`config.mk`:
```
export PLATFORM = sky130hd
export DESIGN_NAME = mac_result_drain
export DESIGN_NICKNAME = d
export VERILOG_FILES = /design/src/rtl/mac_result_drain.sv
export SDC_FILE = /design/constraint.sdc
export NUM_CORES = 1
export LEC_CHECK = 0
export BUFFER_PORTS_ARGS = -buffer_cell sky130_fd_sc_hd__buf_2
export CORE_MARGIN = 2
export CORE_UTILIZATION = 40
export CTS_CLUSTER_SIZE = 40
export DETAILED_ROUTE_END_ITERATION = 8
export GPL_TIMING_DRIVEN = 1
export PLACE_DENSITY = 0.67
export SYNTH_ARGS = -nofsm -noshare
export SYNTH_HDL_FRONTEND = slang
export SYNTH_SLANG_ARGS = --single-unit
```
`constraint.sdc`:
```
create_clock -name clk -period 1.8 [get_ports clk]
set_input_delay 0.45 -clock clk [delete_from_list [all_inputs] [get_ports clk]]
set_output_delay 0.45 -clock clk [all_outputs]
set_load 0.01 [all_outputs]
```
`src/rtl/mac_result_drain.sv`:
```
// mac_result_drain: snapshots parallel MAC results on done and streams them out as valid/ready beats
module mac_result_drain #(
  parameter int DEPTH        = 8,
  parameter int RESULT_WIDTH = 24,
  parameter int OUT_WIDTH    = 8
) (
  input  logic                          clk,
  input  logic                          rst_n,
  input  logic                          done_i,
  input  logic [DEPTH*RESULT_WIDTH-1:0] c_vector_i,
  output logic [OUT_WIDTH-1:0]          out_data_o,
  output logic                          out_valid_o,
  input  logic                          out_ready_i,
  output logic                          out_last_o,
  output logic                          busy_o,
  output logic                          overrun_o,
  input  logic                          clr_err_i
);
  localparam int BEATS = RESULT_WIDTH / OUT_WIDTH;
  localparam int BW = $clog2(BEATS > 1 ? BEATS : 2);
  localparam int LW = $clog2(DEPTH > 1 ? DEPTH : 2);
  localparam logic [BW-1:0] BEAT_MAX = BW'(BEATS - 1);
  localparam logic [LW-1:0] LANE_MAX = LW'(DEPTH - 1);
  typedef enum logic {IDLE, SEND} state_t;
  state_t state_q, state_d;
  logic [BW-1:0] beat_q, beat_d;
  logic [LW-1:0] lane_q, lane_d;
  logic overrun_q, overrun_d;
  logic [RESULT_WIDTH-1:0] snap_q [DEPTH];
  logic xfer, last_beat, load;
  assign xfer = state_q == SEND && out_ready_i;
  assign last_beat = lane_q == LANE_MAX && beat_q == BEAT_MAX;
  assign load = state_q == IDLE && done_i;
  // state, beat/lane counters and sticky overrun flag
  always_ff @(posedge clk or negedge rst_n) begin
    if (!rst_n) begin
      state_q   <= IDLE;
      beat_q    <= '0;
      lane_q    <= '0;
      overrun_q <= 1'b0;
    end else begin
      state_q   <= state_d;
      beat_q    <= beat_d;
      lane_q    <= lane_d;
      overrun_q <= overrun_d;
    end
  end
  // snapshot is captured only when done is accepted in IDLE
  always_ff @(posedge clk or negedge rst_n) begin
    if (!rst_n) begin
      for (int k = 0; k < DEPTH; k++) snap_q[k] <= '0;
    end else if (load) begin
      for (int k = 0; k < DEPTH; k++) snap_q[k] <= c_vector_i[k*RESULT_WIDTH +: RESULT_WIDTH];
    end
  end
  // next state: counters step per transfer and return to zero after the final beat
  always_comb begin
    state_d   = state_q == IDLE ? (done_i ? SEND : IDLE) : (xfer && last_beat ? IDLE : SEND);
    beat_d    = !xfer ? beat_q : (beat_q == BEAT_MAX ? '0 : beat_q + 1'b1);
    lane_d    = (!xfer || beat_q != BEAT_MAX) ? lane_q : (last_beat ? '0 : lane_q + 1'b1);
    overrun_d = (done_i && state_q == SEND) || (overrun_q && !clr_err_i);
  end
  // outputs: data is a pure function of the held snapshot and counters, so it is stable while stalled
  always_comb begin
    busy_o      = state_q == SEND;
    out_valid_o = state_q == SEND;
    out_last_o  = state_q == SEND && last_beat;
    out_data_o  = state_q == SEND ? snap_q[lane_q][beat_q*OUT_WIDTH +: OUT_WIDTH] : '0;
    overrun_o   = overrun_q;
  end
endmodule
```
==> flow_summary.yaml <==
run_status:
  status: "finished with violations"
  violations: "setup timing"
synthesis:
  syn_inst: 588
  synth_nets: 787
  ys_seq_elements: 199
  synth_seq_area_share: 0.549
  ys_warn_count: 0
  synth.avg_cell_area_um2: 15.4
  synth_cell_types: 31
  synth_area_um2: 9080
setup_path:
  cp_max_fo: 6
  arrival_ns: 2.23
  crit_required_ns: 1.35
  worstSetupPathType: "reg2out"
  cp-start-kind: "register"
  end_kind: "output port"
place:
  hpwl_mm: 16.0
  dpl_cell_area_um2: 10900
  io_buffers: 208
  gp_congestion: 0.750
floorplanning:
  dieArea_um2: 23900
  io_pins: 209
  die_y_um: 155
  core_um2: 22400
  die_w_um: 155
  rows: 55
  initial_core_util: 0.405
global_route:
  grt_pass1_vias: 6239
  grt_pass1_wl_mm: 34.0
  grt_overflow: 0
  antenna_found_initial: 2
  grt_usage: 0.188
  grt_start_max_net_pins: 48
cts:
  cts_inserted_buffers: 17
  clk_latency_ns: 0.43
  cts_tree: "done"
  cts.path.max_buffers: 2
  clkSinkCount: 199
  cts_root_buf: "clkbuf_16"
  h-tree-depth: 4
  clk_pin_slew_ns: 0.07
cells_and_area:
  area_delta_synth_final_pct: 30.8
  stdcell_area_um2: 11900
  final-seq-area_um2: 4990
  nFillCells: 1881
  final_nets: 1047
  drive_gt1_frac: 0.668
  multi_input_area_um2: 3990
sta:
  tightest_slew_ns: 0.453
  slew_violations: 0
  period_share: 1.49
  finalCriticalPeriod_ns: 2.68
  hold_ws_ns: 0.207
  finalSetupViolations: 9
  skew_ns: 0.00812
  hold_viol: 0
  slew_headroom: 0.698
  setup_ws_ns: -0.881
  fmax_mhz: 373
  grt_setup_unrepaired: "yes"
power_and_ir_drop:
  peakVddDrop_v: 0.000733
  power.total_mw: 14.8
  leakage_nw: 5.45
  power_density_nw_per_um2: 1250
routing:
  drtIter0Drc: 241
  via_count: 5839
  wl_per_cell_um: 19.1
  drt_wl_total_mm: 21.9
  drc: 0
  viasPerCell: 5.08
  drt_pass1_iterations: 4
  postRouteAntennaNets: 0
job:
  maxCapViolCount: 0
worst_hold_path:
  min-delay-path-class: "in2reg"
## stage by stage
step / setup slack [ns] / utilization / setup TNS (ns) / instances
6_report: -0.881 / 0.530 / -7.43 / 1149
5_1_grt: -0.954 / 0.529 / -8.08 / 1146
4_1_cts: -0.942 / 0.519 / -8.04 / 1138
3_5_place_dp: -0.485 / 0.484 / -3.81 / 1094
3_3_place_gp: -0.470 / 0.484 / -3.56 / 1094
2_1_floorplan: -0.188 / - / -1.25 / 588
## power breakdown
part           internal, mW  switching (mW)
sequential             5.03           0.332
clock                  2.23            1.80
combinational          3.13            2.29
total                  10.4            4.43
## timing repair
| item | 4_1_cts | 5_1_grt |
|---|---|---|
| cloned | 2 | 1 |
| pin swaps | 3 | 13 |
| setup endpoints to repair | 11 | 11 |
| hold buffers | 1 | 0 |
| resized for setup | 20 | 39 |
| setup buffers | 9 | 9 |
| endpoints found under the hold margin | 41 | 0 |
## cells by family (layout without fill, tap and decap cells)
| logic type | Yosys count | after routing | share of synthesized area |
|---|---|---|---|
| AND/OR/NAND/NOR | 55 | 55 | 0.0299 |
| flip-flops | 199 | 199 | 0.549 |
| other | 0 | 3 | 0 |
| AO/OA/AOI/OAI | 21 | 21 | 0.0168 |
| multiplexers | 268 | 268 | 0.376 |
| adder cells (fa/ha/maj) | 2 | 2 | 0.00276 |
| buffers and inverters | 43 | 316 | 0.0263 |
## path summary, 6_finish.rpt
| kind | endpoint | slack (ns) | cells past startpoint | start |
|---|---|---|---|---|
| min in group asynchronous | snap_q[80] | 0.51 | 2 | rst_n |
| worst min-delay path | overrun_o | 0.21 | 2 | clr_err_i |
| worst max register to register | lane_q[1] | 0.06 | 9 | lane_q[0] |
| worst min register to register | snap_q[156] | 0.50 | 1 | snap_q[156] |
| worst max-delay path | out_data_o[4] | -0.88 | 7 | lane_q[0] |
| max in group asynchronous | snap_q[36] | 0.69 | 3 | rst_n |
## worst max-delay path, cell delays in order, from the launching register on
cell	delay, ns
dfrtp_2	0.40
buf_6	0.12
buf_16	0.12
mux4_2	0.53
mux2_4	0.29
nand2_4	0.07
o211ai_1	0.09
buf_2	0.17
## cells in the final DEF, fill, tap and decap left out, types with 3 or more instances in the layout
cell type / Yosys / final
diode_2: 0 / 3
mux2i_1: 31 / 26
nor2_1: 3 / 3
clkinv_2: 0 / 3
inv_6: 0 / 6
mux2_4: 0 / 7
nand4_1: 4 / 4
buf_2: 28 / 205
mux2_2: 201 / 194
buf_6: 1 / 10
o211ai_1: 7 / 7
dfrtp_1: 199 / 196
buf_12: 1 / 15
nand2_1: 25 / 19
mux4_2: 29 / 35
mux2i_2: 0 / 4
nand2_2: 0 / 4
a2bb2oi_1: 4 / 4
nand3_1: 10 / 9
bufinv_16: 0 / 3
buf_8: 0 / 3
clkbuf_16: 0 / 18
buf_4: 5 / 44
## state kept, by name, indices dropped and copies added, names as in the netlist
| signal | flops |
|---|---|
| overrun_o | 1 |
| busy_o | 1 |
| lane_q | 3 |
| beat_q | 2 |
| snap_q | 192 |
## synth_stat cells
master	instances	area share
nand4_1	4	0.0028
mux2i_1	31	0.034
nand2b_1	1	0.00069
nand3_1	10	0.0055
mux4_1	7	0.020
a2bb2oi_1	4	0.0039
o211ai_1	7	0.0058
buf_1	1	0.00041
clkbuf_1	5	0.0021
mux4_2	29	0.072
dfrtp_1	199	0.55
buf_6	1	0.0012
nand3b_1	1	0.00083
o21ai_0	3	0.0017
buf_12	1	0.0022
buf_4	5	0.0041
nor3_1	2	0.0011
nor3b_2	1	0.0014
nor2_1	3	0.0012
and3b_1	1	0.00096
nand4b_1	1	0.00096
a21o_1	2	0.0017
buf_2	28	0.015
nor2b_1	4	0.0028
inv_1	2	0.00083
a21oi_1	1	0.00055
and2_1	2	0.0014
ha_1	2	0.0028
nand2_1	25	0.010
a22oi_1	4	0.0033
mux2_2	201	0.25
## routing by layer
metal	GRT usage	routed length, um	up-vias	part of all wire
li1	-	-	2702	-
met1	0.242	9460	2973	0.43
met2	0.315	11000	143	0.50
met3	0.0476	1090	21	0.050
met4	0.0591	416	0	0.019
met5	0	0	-	0
## area by class of cell
type,count,area share
sequential,199,0.420
multi-input combinational,346,0.335
timing repair buffer,282,0.162
clock buffer,17,0.0358
tap,285,0.0300
clock inverter,15,0.0158
inverter,2,0.000632
antenna,3,0.000632
(Power assumes the default switching activity.)
